File: config.mk
export PLATFORM = sky130hd
export DESIGN_NAME = uart_line_sender_flat
export DESIGN_NICKNAME = d
export VERILOG_FILES = /design/src/rtl/uart_line_sender_if.sv /design/src/rtl/uart_line_sender.sv /design/src/flat_wrapper.sv
export SDC_FILE = /design/constraint.sdc
export NUM_CORES = 1
export LEC_CHECK = 0
export BUFFER_PORTS_ARGS = -buffer_cell sky130_fd_sc_hd__clkbuf_2
export CAP_MARGIN = 20
export CELL_PAD_IN_SITES_DETAIL_PLACEMENT = 2
export CELL_PAD_IN_SITES_GLOBAL_PLACEMENT = 2
export CORE_ASPECT_RATIO = 0.8
export CORE_UTILIZATION = 43
export CTS_CLUSTER_SIZE = 40
export DETAILED_ROUTE_END_ITERATION = 8
export GPL_TIMING_DRIVEN = 0
export HOLD_SLACK_MARGIN = 0.03
export PLACE_DENSITY_LB_ADDON = 0.1
export SYNTH_ARGS = -nofsm -noshare
export SYNTH_HDL_FRONTEND = slang
export SYNTH_SLANG_ARGS = --single-unit
File: constraint.sdc
create_clock -name Clock -period 3.4 [get_ports Clock]
set_clock_uncertainty 0.2 [all_clocks]
set_input_delay 0.51 -clock Clock [delete_from_list [all_inputs] [get_ports Clock]]
set_output_delay 0.51 -clock Clock [all_outputs]
set_load 0.1 [all_outputs]
File: src/rtl/uart_line_sender_if.sv
// Host load port and UART transmit port of the line sender.
// master drives bytes/Start/TxReady; slave is the sender itself.
interface uart_line_sender_if #(
  parameter int DEPTH = 32
);
  localparam int CW = $clog2(DEPTH) + 1;

  logic [7:0]    WrData;
  logic          WrValid;
  logic          WrReady;
  logic          Start;
  logic [7:0]    TxData;
  logic          TxValid;
  logic          TxReady;
  logic          Busy;
  logic          Done;
  logic [CW-1:0] Count;

  modport master (
    output WrData,
    output WrValid,
    output Start,
    output TxReady,
    input  WrReady,
    input  TxData,
    input  TxValid,
    input  Busy,
    input  Done,
    input  Count
  );

  modport slave (
    input  WrData,
    input  WrValid,
    input  Start,
    input  TxReady,
    output WrReady,
    output TxData,
    output TxValid,
    output Busy,
    output Done,
    output Count
  );
endinterface

File: src/rtl/uart_line_sender.sv
// Line-buffered byte injector for the UART transmit port.
// Loads bytes while idle, then drains a whole line on terminator or Start.
module uart_line_sender #(
  parameter int         DEPTH      = 32,
  parameter int         GAP_CYCLES = 0,
  parameter logic [7:0] TERMINATOR = 8'h0A
) (
  input logic               Clock,
  input logic               Reset,
  uart_line_sender_if.slave bus
);
  localparam int AW = $clog2(DEPTH);
  localparam int CW = AW + 1;
  localparam int GW = (GAP_CYCLES > 1) ? $clog2(GAP_CYCLES) : 1;
  localparam logic [GW-1:0] GAP_LOAD =
    GW'((GAP_CYCLES > 0) ? GAP_CYCLES - 1 : 0);
  localparam logic [CW-1:0] FULL = CW'(DEPTH);

  typedef enum logic [1:0] {
    IDLE,
    SEND,
    GAP,
    FINISH
  } state_t;

  state_t        state;
  logic [7:0]    mem [DEPTH];
  logic [AW-1:0] rd_ptr;
  logic [AW-1:0] wr_ptr;
  logic [CW-1:0] count;
  logic [GW-1:0] gap_cnt;
  logic [7:0]    tx_data;

  logic          full;
  logic          wr_ready;
  logic          load;
  logic          req;
  logic          last;
  logic [CW-1:0] count_load;
  logic [AW-1:0] rd_next;
  logic [7:0]    head;

  assign full       = (count == FULL);
  assign wr_ready   = (state == IDLE) && !full;
  assign load       = bus.WrValid && wr_ready;
  assign req        = (state == IDLE) &&
                      (bus.Start ||
                       (load && bus.WrData == TERMINATOR));
  assign count_load = count + CW'(load);
  assign last       = (count == CW'(1));
  assign rd_next    = rd_ptr + AW'(1);

  // An empty buffer means the oldest byte is the one arriving now
  assign head = (count == '0) ? bus.WrData : mem[rd_ptr];

  always_ff @(posedge Clock) begin
    if (load) begin
      mem[wr_ptr] <= bus.WrData;
    end
  end

  always_ff @(posedge Clock) begin
    if (Reset) begin
      state   <= IDLE;
      rd_ptr  <= '0;
      wr_ptr  <= '0;
      count   <= '0;
      gap_cnt <= '0;
      tx_data <= '0;
    end else begin
      if (load) begin
        wr_ptr <= wr_ptr + AW'(1);
      end
      unique case (state)
        IDLE: begin
          count <= count_load;
          if (req) begin
            if (count_load != '0) begin
              state   <= SEND;
              tx_data <= head;
            end else begin
              state <= FINISH;
            end
          end
        end
        SEND: begin
          if (bus.TxReady) begin
            rd_ptr <= rd_next;
            count  <= count - CW'(1);
            if (last) begin
              state <= FINISH;
            end else if (GAP_CYCLES > 0) begin
              state   <= GAP;
              gap_cnt <= GAP_LOAD;
            end else begin
              tx_data <= mem[rd_next];
            end
          end
        end
        GAP: begin
          if (gap_cnt == '0) begin
            state   <= SEND;
            tx_data <= mem[rd_ptr];
          end else begin
            gap_cnt <= gap_cnt - GW'(1);
          end
        end
        FINISH: begin
          state <= IDLE;
        end
        default: begin
          state <= IDLE;
        end
      endcase
    end
  end

  assign bus.WrReady = wr_ready;
  assign bus.TxData  = tx_data;
  assign bus.TxValid = (state == SEND);
  assign bus.Busy    = (state == SEND) || (state == GAP);
  assign bus.Done    = (state == FINISH);
  assign bus.Count   = count;
endmodule
File: src/flat_wrapper.sv
// flat-port wrapper written by rule: the top's interface ports become plain ports
module uart_line_sender_flat 
#(
  parameter int         DEPTH      = 32,
  parameter int         GAP_CYCLES = 0,
  parameter logic [7:0] TERMINATOR = 8'h0A
)
  (Clock, Reset, bus_WrData, bus_WrValid, bus_Start, bus_TxReady, bus_WrReady, bus_TxData, bus_TxValid, bus_Busy, bus_Done, bus_Count);
  uart_line_sender_if #(.DEPTH(DEPTH)) bus_i ();
  input logic Clock;
  input logic Reset;
  input wire logic [$bits(bus_i.WrData)-1:0] bus_WrData;
  input wire logic [$bits(bus_i.WrValid)-1:0] bus_WrValid;
  input wire logic [$bits(bus_i.Start)-1:0] bus_Start;
  input wire logic [$bits(bus_i.TxReady)-1:0] bus_TxReady;
  output wire logic [$bits(bus_i.WrReady)-1:0] bus_WrReady;
  output wire logic [$bits(bus_i.TxData)-1:0] bus_TxData;
  output wire logic [$bits(bus_i.TxValid)-1:0] bus_TxValid;
  output wire logic [$bits(bus_i.Busy)-1:0] bus_Busy;
  output wire logic [$bits(bus_i.Done)-1:0] bus_Done;
  output wire logic [$bits(bus_i.Count)-1:0] bus_Count;
  assign bus_i.WrData = bus_WrData;
  assign bus_i.WrValid = bus_WrValid;
  assign bus_i.Start = bus_Start;
  assign bus_i.TxReady = bus_TxReady;
  assign bus_WrReady = bus_i.WrReady;
  assign bus_TxData = bus_i.TxData;
  assign bus_TxValid = bus_i.TxValid;
  assign bus_Busy = bus_i.Busy;
  assign bus_Done = bus_i.Done;
  assign bus_Count = bus_i.Count;
  uart_line_sender #(.DEPTH(DEPTH), .GAP_CYCLES(GAP_CYCLES), .TERMINATOR(TERMINATOR)) u_core (.Clock(Clock), .Reset(Reset), .bus(bus_i));
endmodule
Yosys cells after proc, flatten, opt, wreduce, memory -nomap -nowiden
Memory sizes are Yosys's and may differ from the RTL's. A register that Yosys moved wholly into a read port is not among the register bits.
Index checks and enable logic that the tools add are counted.
{"block": "op_classes", "add_sub_neg": 5, "multipliers": 0, "n_div": 0, "magnitude_cmp": 0, "n_eq_ne": 12, "shifts": 0, "n_mux": 20, "bitwise": 0, "n_reduce_logical": 16}
{"operator": "2-to-1 mux 8 bit", "n": 6}
{"operator": "case mux 8 bit (3 select lines)", "n": 1}
{"operator": "case mux 6 bit (2 select lines)", "n": 1}
{"operator": "adder 5 x 1 -> 5 bit (second input constant)", "n": 2}
{"operator": "2-to-1 mux 2 bit", "n": 5}
{"operator": "2-to-1 mux 5 bit", "n": 2}
{"operator": "equality test 8 x 4 -> 1 bit (second input constant)", "n": 1}
{"operator": "inequality test 2 bit (second input constant)", "n": 4}
{"operator": "case mux 2 bit (4 select lines)", "n": 1}
{"operator": "adder 6 x 1 -> 6 bit", "n": 1}
{"operator": "equality test 6 x 1 -> 1 bit (second input constant)", "n": 1}
{"operator": "equality test 6 bit (second input constant)", "n": 1}
{"operator": "zero test 6 bit", "n": 1}
{"operator": "2-to-1 mux 6 bit", "n": 1}
{"operator": "AND reduction 6 bit", "n": 1}
{"operator": "nonzero test 6 bit", "n": 1}
{"operator": "subtractor 6 x 1 -> 6 bit (second input constant)", "n": 1}
{"operator": "equality test 2 bit (second input constant)", "n": 2}
{"operator": "logical AND 1 bit", "n": 4}
{"operator": "inequality test 2 x 1 -> 1 bit (second input constant)", "n": 2}
{"operator": "AND reduction 2 bit", "n": 2}
{"operator": "AND reduction 4 bit", "n": 1}
{"operator": "2-to-1 mux 1 bit", "n": 3}
{"operator": "nonzero test 3 bit", "n": 1}
{"operator": "6 further kinds", "n": 7}
{"block": "word_totals", "register_bits": 27, "latchBits": 0, "mem_bits_rw": 256, "mem_bits_ro": 0, "input_bits": 13, "output_inout_bits": 18, "word_cells": 60, "memories": 1}
{"name": "u_core.mem", "words": 32, "width": 8, "read_ports": 2, "rd_ports_with_merged_regs": 1, "write_ports": 1, "line_no": "uart_line_sender.sv:27", "source": "logic [7:0] mem [DEPTH];"}

Depth between registers and ports, before layout
Gate-level depths: netlist of the first run.
{"block": "logic_depth", "ltp_word": 9, "depth_mapped": 14, "ltp_nobuf": 12}

Least setup slack after synthesis of the first run
OpenSTA, ideal clock, no wires.
{"block": "synth_path", "kind": "reg2reg", "startpoint": "register u_core.count[1], in the netlist u_core.bus.Count[1]", "endpoint": "register u_core.tx_data[5], in the netlist u_core.bus.TxData[5]", "setup_ns": 0.140, "arrival_ns": 3.548, "required_ns": 3.060, "slack_ns": -0.488, "path_stages_with_launch": 15, "n_path_buf": 2, "synth_period_minus_slack_ns": 3.888, "cell_sequence": "dfxtp_1 > inv_1 > ha_1 > or3b_4 > o311a_1 > buf_6 > ha_1 > ha_1 > or3_1 > a311oi_1 > o211ai_1 > o2111a_4 > buf_6 > nor2_1 > a311oi_2"}
{"block": "synth_between", "elab_chain_cells": 9, "elab_cells_between_ends": 19, "classes_between": "add/sub: 1; eq/ne: 5; mux: 4; reduce/logical: 9"}
{"item": "start: declaration", "line_no": "uart_line_sender.sv:30", "source": "logic [CW-1:0] count;"}
{"item": "start signal: assignment", "line_no": "uart_line_sender.sv:76", "source": "count <= count_load;"}
{"item": "start signal: assignment", "line_no": "uart_line_sender.sv:89", "source": "count <= count - CW'(1);"}
{"item": "equality test 6 bit (*)", "line_no": "uart_line_sender.sv:43", "source": "assign full = (count == FULL);"}
{"item": "zero test 1 bit (*)", "line_no": "uart_line_sender.sv:44", "source": "assign wr_ready = (state == IDLE) && !full;"}
{"item": "logical AND 1 bit (*)", "line_no": "uart_line_sender.sv:44"}
{"item": "logical AND 1 bit (*)", "line_no": "uart_line_sender.sv:45", "source": "assign load = bus.WrValid && wr_ready;"}
{"item": "net u_core.load", "line_no": "uart_line_sender.sv:36", "source": "logic load;"}
{"item": "parallel branches: the longest is 4 deep, another holds adder 6 x 1 -> 6 bit"}
{"item": "AND reduction 6 bit (no line) (*)"}
{"item": "end signal: assignment", "line_no": "uart_line_sender.sv:96", "source": "tx_data <= mem[rd_next];"}
{"item": "end signal: assignment", "line_no": "uart_line_sender.sv:103", "source": "tx_data <= mem[rd_ptr];"}
{"item": "end: declaration", "line_no": "uart_line_sender.sv:32", "source": "logic [7:0] tx_data;"}
Mark *: on every way through the listed nets, which the timed path passes. The select of a mux whose other input is x is not followed.
A chain may end at the register's enable or synchronous reset.

Final worst setup path of the first run
{"block": "layout_path", "startpoint": "register u_core.state[0]", "endpoint": "memory u_core.mem[3][1] (enable)"}
{"block": "layout_between", "elab_chain_cells": 5}
{"item": "start: declaration", "line_no": "uart_line_sender.sv:26", "source": "state_t state;"}
{"item": "start signal: assignment", "line_no": "uart_line_sender.sv:64", "source": "state <= IDLE;"}
{"item": "start signal: assignment", "line_no": "uart_line_sender.sv:79", "source": "state <= SEND;"}
{"item": "start signal: assignment", "line_no": "uart_line_sender.sv:82", "source": "state <= FINISH;"}
{"item": "zero test 2 bit", "line_no": "uart_line_sender.sv:44"}
{"item": "logical AND 1 bit", "line_no": "uart_line_sender.sv:44"}
{"item": "logical AND 1 bit", "line_no": "uart_line_sender.sv:45"}
{"item": "net u_core.load", "line_no": "uart_line_sender.sv:36"}
{"item": "2-to-1 mux 1 bit", "line_no": "uart_line_sender.sv:57", "source": "if (load) begin"}
{"item": "2-to-1 mux 1 bit (not written as such)", "line_no": "uart_line_sender.sv:58", "source": "mem[wr_ptr] <= bus.WrData;"}
{"item": "end: declaration", "line_no": "uart_line_sender.sv:27"}
The timed path passes the listed nets, and every way through them passes these cells.

==> results of run 1 <==
-- placed cells by master (no fill, tap or decap), types with 7 or more instances in the layout --
cell type,synthesis,final
sky130_fd_sc_hd__a21oi_1,34,34
sky130_fd_sc_hd__a221oi_1,8,8
sky130_fd_sc_hd__a22oi_1,40,40
sky130_fd_sc_hd__a311oi_2,8,9
sky130_fd_sc_hd__and3_1,9,9
sky130_fd_sc_hd__buf_2,20,13
sky130_fd_sc_hd__buf_4,4,18
sky130_fd_sc_hd__clkbuf_1,27,30
sky130_fd_sc_hd__clkbuf_16,0,30
sky130_fd_sc_hd__clkbuf_2,0,34
sky130_fd_sc_hd__dfxtp_1,31,26
sky130_fd_sc_hd__edfxtp_1,256,256
sky130_fd_sc_hd__ha_1,15,12
sky130_fd_sc_hd__inv_1,11,9
sky130_fd_sc_hd__mux2_2,16,16
sky130_fd_sc_hd__mux2i_1,97,97
sky130_fd_sc_hd__mux4_2,88,88
sky130_fd_sc_hd__nand2_1,23,23
sky130_fd_sc_hd__nand3_1,11,11
sky130_fd_sc_hd__nor2_1,62,55
sky130_fd_sc_hd__nor4_1,10,10
sky130_fd_sc_hd__nor4b_1,8,8
sky130_fd_sc_hd__o21ai_0,7,7
sky130_fd_sc_hd__o22ai_1,16,16
-- what timing repair did --
item,CTS,global route
gates resized for setup,27,6
pin swaps,4,3
setup buffers,10,0
setup endpoints to repair,8,8
gates cloned,1,0
hold buffers,0,0
-- synth_stat cells, types with 3 or more instances --
library cell               number  area [um2]
sky130_fd_sc_hd__edfxtp_1     256        7690
sky130_fd_sc_hd__mux2i_1       97         971
sky130_fd_sc_hd__mux4_2        88        1980
sky130_fd_sc_hd__nor2_1        62         233
sky130_fd_sc_hd__a22oi_1       40         300
sky130_fd_sc_hd__a21oi_1       34         170
sky130_fd_sc_hd__dfxtp_1       31         621
sky130_fd_sc_hd__clkbuf_1      27         101
sky130_fd_sc_hd__nand2_1       23        86.3
sky130_fd_sc_hd__buf_2         20         100
sky130_fd_sc_hd__mux2_2        16         180
sky130_fd_sc_hd__o22ai_1       16         100
sky130_fd_sc_hd__ha_1          15         188
sky130_fd_sc_hd__inv_1         11        41.3
sky130_fd_sc_hd__nand3_1       11        55.1
sky130_fd_sc_hd__nor4_1        10        62.6
sky130_fd_sc_hd__and3_1         9        56.3
sky130_fd_sc_hd__a221oi_1       8        70.1
sky130_fd_sc_hd__a311oi_2       8         120
sky130_fd_sc_hd__nor4b_1        8        70.1
sky130_fd_sc_hd__o31ai_1        8        60.1
sky130_fd_sc_hd__o21ai_0        7        35.0
sky130_fd_sc_hd__xor2_1         7        61.3
sky130_fd_sc_hd__nor2b_1        5        31.3
sky130_fd_sc_hd__or3_1          5        31.3
sky130_fd_sc_hd__buf_1          4        15.0
sky130_fd_sc_hd__buf_4          4        30.0
sky130_fd_sc_hd__buf_6          4        45.0
sky130_fd_sc_hd__xnor2_1        4        35.0
sky130_fd_sc_hd__nand3b_1       3        22.5
sky130_fd_sc_hd__nand4_1        3        18.8
sky130_fd_sc_hd__or2_2          3        18.8
-- layout make-up --
type	count	area share, %
Sequential cell	287	52.9
Multi-Input combinational cell	521	33.8
Clock buffer	38	4.96
Tap cell	420	3.34
Buffer	59	2.06
Timing Repair Buffer	40	1.65
Clock inverter	15	0.994
Inverter	11	0.294
-- final timing paths --
| check | startpoint | endpoint |
|---|---|---|
| setup reg to reg | u_core.state[0] | u_core.mem[3][1] |
| hold reg to reg | u_core.bus.TxData[4] | u_core.bus.TxData[4] |
| hold / removal | bus_TxReady | u_core.bus.Count[0] |
| setup / recovery | u_core.state[0] | u_core.mem[3][1] |
-- state kept, by name (all words and copies together) (netlist names), named ones only --
signal             flops
u_core.mem           256
u_core.bus.TxData      8
u_core.bus.Count       6
u_core.rd_ptr          5
u_core.wr_ptr          5
u_core.state           2
-- metal layers --
metal  track usage, %  share of wire, %  up-vias
met2             45.6                46      370
met5                0                 0        -
met4             7.18               2.6        0
li1                 -                 -     3729
met3             5.44               7.4       69
met1             42.8                44     4884
-- cell families (layout without fill, tap and decap cells) --
kind of cell,after synthesis,in the layout,synth area share (%)
AND/OR/NAND/NOR,156,156,5.81
buffers and inverters,70,163,2.40
AO/OA/AOI/OAI,138,138,7.29
XOR/XNOR,11,11,0.694
multiplexers,201,201,22.6
adder cells (fa/ha/maj),15,15,1.35
flip-flops,287,287,59.9
-- where the power goes --
group	leakage (nW)	total (mW)	switching, mW	internal (mW)
clock network	0.450	3.24	1.41	1.84
logic	2.01	4.73	3.01	1.72
registers	2.56	4.16	0.140	4.02
total	5.02	12.1	4.56	7.58
-- worst reg2reg max path, delay by kind of cell (launching register included) --
family | cells | cell delay [ps]
buffers and inverters | 3 | 410
adder cells (fa/ha/maj) | 1 | 320
flip-flops | 1 | 370
AO/OA/AOI/OAI | 1 | 240
AND/OR/NAND/NOR | 2 | 1430
-- through the flow --
step                hold WS (ps)  cell area, um2  cells  setup slack, ps
finish                      89.5           15700   1391             63.7
global route                94.8           15700   1391             9.97
CTS                         72.5           15700   1391             1.54
detailed placement           337           14600   1327             -188
global placement             320           14600   1327             -112
floorplan                    268           13900    878             6.33
==> results, run 1 <==
- The H-tree depth is 1.
- Wires add up to around 47000 um.
- After detailed routing, the number of remaining DRC violations is 0.
- The instance count of the mapped netlist is slightly below 900.
- The data arrival at the endpoint of the critical path is about 3400 ps.
- The number of buffers inserted during clock tree synthesis is 30.
- At the later pin of the worst-skew pair, clock insertion delay measures 600 ps.
- In this run the vertical extent of the chip is 163 um.
- After detailed routing, the average wire length per cell comes to roughly 34 um.
- The combined global-route utilization of all metal layers is around 29%.
- The routed design could run at a clock period as short as 3340 ps.
- The final HPWL from detailed placement is 32500 um.
- The required arrival time at the worst endpoint is 3420 ps.
- The depth of the worst hold-timing path is 3.
- The netlist area before placement is approximately 0.014 mm2.
- The tree is rooted in a sky130_fd_sc_hd__clkbuf_16.
- The number of global-route vias before repair is roughly 9500.
- The path class of the lowest-slack min-delay path is in2reg.
- The count of buffering cells on the critical path with inverters included is 3.
- The via density per instance is about 6.5.
- The worst setup path is of the reg2reg kind.
- Counting buffers and inverters, the worst setup path is 7 cells deep.
- In this run the remaining antenna-violating nets after routing total 0.
- The slowest cell on the critical path is sky130_fd_sc_hd__nor2_1.
- The worst setup slack for register-to-register paths is about 64 ps.
- Counting every net in the synthesized netlist gives between 900 and 1000.
- The number of max-cap violations is 0.
- The die is between 200 and 250 um wide.
- The routability-driven placement congestion ratio is around 0.95.
- The number of antenna violations at the first check in global routing is 0.
- The count of flip-flops with a built-in enable after synthesis is between 200 and 300.
- The initial DRC count is ~770.
- Grouping stages by cell kind, the critical path spends the most delay in simple AND/OR/NAND/NOR gates.
- The Yosys step of the flow raised 0 warnings.
- In the synthesized netlist the dominant register cell turns out to be sky130_fd_sc_hd__edfxtp_1.
- Sequential cells were found to cover approximately three fifths of the synthesized design area.
- The antenna diode count is 0.
- The number of buffers on the longest clock path is 3.
- In the final layout, the share of cells above drive strength 1 is around a quarter.
- Setup violations remaining at the end of the flow were counted as 0.
- The final core area utilization is between 40% and 50%.
- The share of flip-flops with an asynchronous set or reset is 0%.
- Fill cells in the final layout number a little under 3000.
- The number of hold violations in the final report is 0.
- The average instance area after synthesis is around 16 um2.
- The critical path launch point type is a flop.
- The port buffer count is 29.
- Summing internal, switching and leakage power gives between 10 and 15 mW.
- The die covers about 0.033 mm2.
- The count of state elements after synthesis is roughly 290.
- After floorplanning, the core was divided into between 50 and 60 placement rows.
- Relative to the synthesized area, the layout overhead comes to 13.4%.
- The number of nets in the final layout is about 980.
- The total area inside the core boundary comes to 0.0316 mm2.
- The final-report max-slew violation count is 0.
- Yosys mapped the design onto 55 distinct sky130hd cell types.
- Of the available clock period, the critical path in the final layout requires between 90% and 100%.
- The highest clock frequency the design can meet is ~0.3 GHz.
- The number of iterations in the first detailed-routing pass is 5.
- The number of vias in the routed layout is ~9100.
- The transition time at the pin with the least slew margin is about 1200 ps.
- 31 I/O pins were placed.
- In the final timing run, aggregate negative setup slack is 0 ps.
- The number of cells on the worst reg-to-reg path is 7.
- After clock tree synthesis, the clock-pin slew on the worst setup and hold paths is approximately 60 ps.
- Setup repair after global routing left no endpoint under its margin.
- The run finished with clean final reports.
- Traced cell by cell, the critical path runs through inv_1 -> ha_1 -> o311a_1 -> buf_6 -> buf_4 -> nand2_1 -> nor2_1.
- In the final layout, the multi-input gates occupy about 0.0053 mm2.
- The largest net degree at the start of global routing is 35.
- The maximum net fanout on the critical path is 10.
- The worst-case IR drop observed on VDD is approximately 0.00044 V.
- The first-pass GRT wire length is between 60000 and 70000 um.
- The critical path endpoint category is a flop.
- After global routing the overflow that remains totals 0.
- For this configuration, the core starts out at a cell density of 44.0%.
- For this design the static power due to leakage is 5.02 nW.
- The sequential cell area is approximately 0.0083 mm2.
- For this design, the sink count on the clock tree is approximately 290.
- The TritonCTS clock tree is yes.
- The worst-case headroom to the max-slew limit is 22.3%.
- In this design, the stage delay of the slowest critical-path cell is just under 1000 ps.
- The power per cell area is approximately 770 mW/mm2.
Note: power is estimated with default switching activity, not from simulation.
==> run 2, diff against run 1 <==
CORE_UTILIZATION = 30   (was 43)
==> run 2 against run 1 <==
Effect of this change: the flow now finishes with violations (setup timing); clock-buffer cell count rose by 10; sequential power barely moved; clock power rose by 12%; flip-flop and latch count did not move; combinational power rose by 3%; sequential share of layout area fell by 1.6 points; global-route usage fell by 8.2 points; hold slack improved by 39 ps; critical path type unchanged; largest cell class unchanged; highest routed layer unchanged.
==> results, run 2 (same netlist as run 1, synthesis figures left out) <==
- Outcome: complete, but fails checks (was complete, no violations).
- The final reports fail on setup timing.
- The fraction of final layout cells sized beyond drive strength 1 is 28.7% (was 26.3%).
- The worst-case headroom to the max-slew limit is 31.4% (was 22.3%).
- The area inside the core boundary is 0.0456 mm2 (was 0.0316 mm2).
- CP Cell Sequence: buf_2 -> buf_2 -> buf_2 -> mux2i_1 -> a22oi_1 -> a21oi_1 -> nor4b_1 -> o31ai_2 -> a311oi_2 (was inv_1 -> ha_1 -> o311a_1 -> buf_6 -> buf_4 -> nand2_1 -> nor2_1).
- The via density per instance is 5.43 (was 6.51).
- Commonest cells after routing, fill and taps aside: sky130_fd_sc_hd__edfxtp_1, sky130_fd_sc_hd__mux2i_1, sky130_fd_sc_hd__mux4_2, sky130_fd_sc_hd__nor2_1 (was sky130_fd_sc_hd__edfxtp_1, sky130_fd_sc_hd__mux2i_1, sky130_fd_sc_hd__mux4_2, sky130_fd_sc_hd__nor2_1, sky130_fd_sc_hd__a22oi_1).
- The setup slack of the critical path after layout is -11.0 ps (was 63.7 ps).
- The number of antenna violations at the first check in global routing is 1 (was 0).
- The clock transition time at the flip-flop clock pins of the worst setup and hold paths is 60 ps (about the same).
- The power share of the clock group was 28.7% (was 26.7%).
- The detailed-route wire length is 49200 um (was 47500 um).
- The combined global-route utilization of all metal layers is 21.2% (was 29.4%).
- The transition time at the pin with the least slew margin came to 1030 ps (was 1160 ps).
- The port buffer count is 29 (unchanged).
- The count of buffering cells on the critical path with inverters included is 3 (unchanged).
- The placed cell area is 0.0148 mm2 (was 0.0146 mm2).
- The internal power consumption came to 7.91 mW (was 7.58 mW).
- The path type of the worst setup path is reg2reg (unchanged).
- The TritonCTS clock tree is yes (unchanged).
- The highest clock frequency the design can meet came to 0.293 GHz (was 0.300 GHz).
- The cell row count was 70 (was 58).
- The wire length per cell after detailed routing is 30.8 um (was 34.1 um).
- The critical path's top delay family is compound AO/OA/AOI/OAI gates (was simple AND/OR/NAND/NOR gates).
- The number of sinks on the clock net is 287 (unchanged).
- The shortest clock period the worst path allows after layout is 3410 ps (was 3340 ps).
- The endpoint of the worst setup timing path was u_core.bus.TxData[3] (was u_core.mem[3][1]).
- The power per cell area is 777 mW/mm2 (was 771 mW/mm2).
- The number of standard cells in the final layout excluding fillers is 1597 (was 1391).
- The final hold slack came to 128 ps (was 89.5 ps).
- The fraction of power consumed by combinational cells was 38.4% (was 39.0%).
- The final HPWL from detailed placement is 33500 um (was 32500 um).
- The number of hold violations in the final report was 0 (unchanged).
- The critical path launch point type is a flop (unchanged).
- The final-report max-slew violation count is 0 (unchanged).
- The number of max-cap violations is 0 (unchanged).
- The routability-driven placement congestion ratio is 0.843 (was 0.949).
- The horizontal die dimension was 242 um (was 203 um).
- The sequential power share is 32.9% (was 34.3%).
- The slowest cell on the critical path was sky130_fd_sc_hd__a22oi_1 (was sky130_fd_sc_hd__nor2_1).
- The total power after layout is 12.6 mW (was 12.1 mW).
- The most frequent cell on the critical path is sky130_fd_sc_hd__buf_2.
- The largest stage delay on the critical path is 490 ps (was 980 ps).
- The critical path endpoint category is a flop (unchanged).
- The number of buffers on the longest clock path is 3 (unchanged).
- The required arrival time at the worst endpoint is 3640 ps (was 3420 ps).
- The H-tree depth is 2 (was 1).
- The clock tree root driver cell is sky130_fd_sc_hd__clkbuf_16 (unchanged).
- The total congestion overflow is 0 (unchanged).
- The largest net degree at the start of global routing was 35 (unchanged).
- The number of global-route vias before repair is 9058 (was 9518).
- The number of nets in the final layout is 986 (was 978).
- The number of vias in the routed layout is 8675 (was 9052).
- The I/O pin count is 31 (unchanged).
- The number of flip-flops in the largest register is 256 (unchanged).
- The count of placed standard cells including taps came to 1519 (was 1327).
- The initial DRC count is 714 (was 773).
- The static leakage is 5.12 nW (was 5.02 nW).
- The total of hold buffers inserted after clock tree synthesis is 0 (unchanged).
- The commonest non-fill, non-tap cell in the layout is sky130_fd_sc_hd__edfxtp_1 (unchanged).
- The number of antenna-violating nets in the routed design is 0 (unchanged).
- The endpoint of the worst register-to-register path is u_core.bus.TxData[3] (was u_core.mem[3][1]).
- The number of cells on the worst reg-to-reg path is 9 (was 7).
- The path class of the lowest-slack min-delay path is in2reg (unchanged).
- The floorplan die height is 194 um (was 163 um).
- The highest ir drop seen on vdd is 0.000562 V (was 0.000443 V).
- The minimum setup slack after placement is -411 ps (was -188 ps).
- The total stage count of the critical path is 9 (was 7).
- The die footprint is 0.0471 mm2 (was 0.0330 mm2).
- The starting density of the core is 30.4% (was 44.0%).
- Unrepaired setup endpoints after global routing: yes (was no).
- The worst setup slack for register-to-register paths came to -10 ps (was 60 ps).
- The register ranked first by flip-flop count was u_core.mem (unchanged).
- The first-pass GRT wire length is 70300 um (was 68600 um).
- The clock latency reported for the late side of the worst-skew pair is 550 ps (was 600 ps).
- The data arrival at the endpoint of the critical path is 3650 ps (was 3360 ps).
- The final cycle utilization of the critical path is 100% (was 98.1%).
- The net load switching power is 4.71 mW (was 4.56 mW).
- The maximum net fanout on the critical path is 10 (unchanged).
- The final setup violation count was 1 (was 0).
- The number of iterations in the first detailed-routing pass was 5 (unchanged).
- The number of buffers inserted during clock tree synthesis is 35 (was 30).
- The detailed-route DRC error count came to 0 (unchanged).
- The final design area excluding fillers is 0.0162 mm2 (was 0.0157 mm2).
- The layout overhead on the synthesized area is 17.0% (was 13.4%).
- The switching portion of total power is 37.3% (was 37.6%).
==> run 2: final cells by class <==
type	count	area, um2
diodes	1	2.50
plain buffers	58	307
clock buffers	48	946
clock inverters	15	133
fillers	4507	29400
inverters	11	46.3
multi-input cells	521	5430
flip-flops and latches	287	8320
well taps	612	766
repair buffers	44	285
==> run 2: worst register-to-register path, stage by stage, from the launching register on <==
cell and delay (ps):
sky130_fd_sc_hd__dfxtp_1 310, sky130_fd_sc_hd__buf_2 190, sky130_fd_sc_hd__buf_2 340, sky130_fd_sc_hd__buf_2 430, sky130_fd_sc_hd__mux2i_1 140, sky130_fd_sc_hd__a22oi_1 490, sky130_fd_sc_hd__a21oi_1 260, sky130_fd_sc_hd__nor4b_1 470
sky130_fd_sc_hd__o31ai_2 180, sky130_fd_sc_hd__a311oi_2 310
==> run 2: per-layer routing <==
layer / part of all wire (%) / wire, um / global-route usage, %
met1: 50 / 24400 / 32.0
met2: 43 / 21100 / 30.5
met3: 5.5 / 2730 / 4.18
met4: 2.1 / 1040 / 6.00
met5: 0 / 0 / 0
==> run 2: worst min-delay path by stage <==
stage                                    from             endpoint  cells past startpoint
after floorplan              u_core.rd_ptr[1]                 flop                      2
after global placement    u_core.bus.Count[0]  u_core.bus.Count[0]                      2
after detailed placement     u_core.rd_ptr[1]     u_core.rd_ptr[1]                      2
after CTS                         bus_TxReady  u_core.bus.Count[0]                      3
after global routing              bus_TxReady  u_core.bus.Count[0]                      3
final                             bus_TxReady  u_core.bus.Count[0]                      3
==> run 2: what timing repair did <==
| action | 4_1_cts | 5_1_grt |
|---|---|---|
| buffers inserted | 12 | 2 |
| resized for setup | 34 | 26 |
| gates cloned | 1 | 0 |
| pin swaps | 6 | 9 |
| setup endpoints to repair | 8 | 113 |
==> run 2: through the flow <==
step	setup TNS [ps]	util, %
6_report	-11.0	35.6
5_1_grt	-1560	35.6
4_1_cts	-133	35.4
3_5_place_dp	-2810	32.5
3_3_place_gp	-2560	32.5
2_1_floorplan	0	-
==> run 2: power by group through the flow <==
| stage | clock (mW) | combinational [mW] | sequential [mW] |
|---|---|---|---|
| 2_1_floorplan | 0 | 2.67 | 4.60 |
| 3_3_place_gp | 0 | 4.36 | 4.22 |
| 3_5_place_dp | 0 | 4.37 | 4.22 |
| 4_1_cts | 3.73 | 4.79 | 4.15 |
| 5_1_grt | 3.85 | 5.15 | 4.17 |
| 6_report | 3.63 | 4.85 | 4.15 |
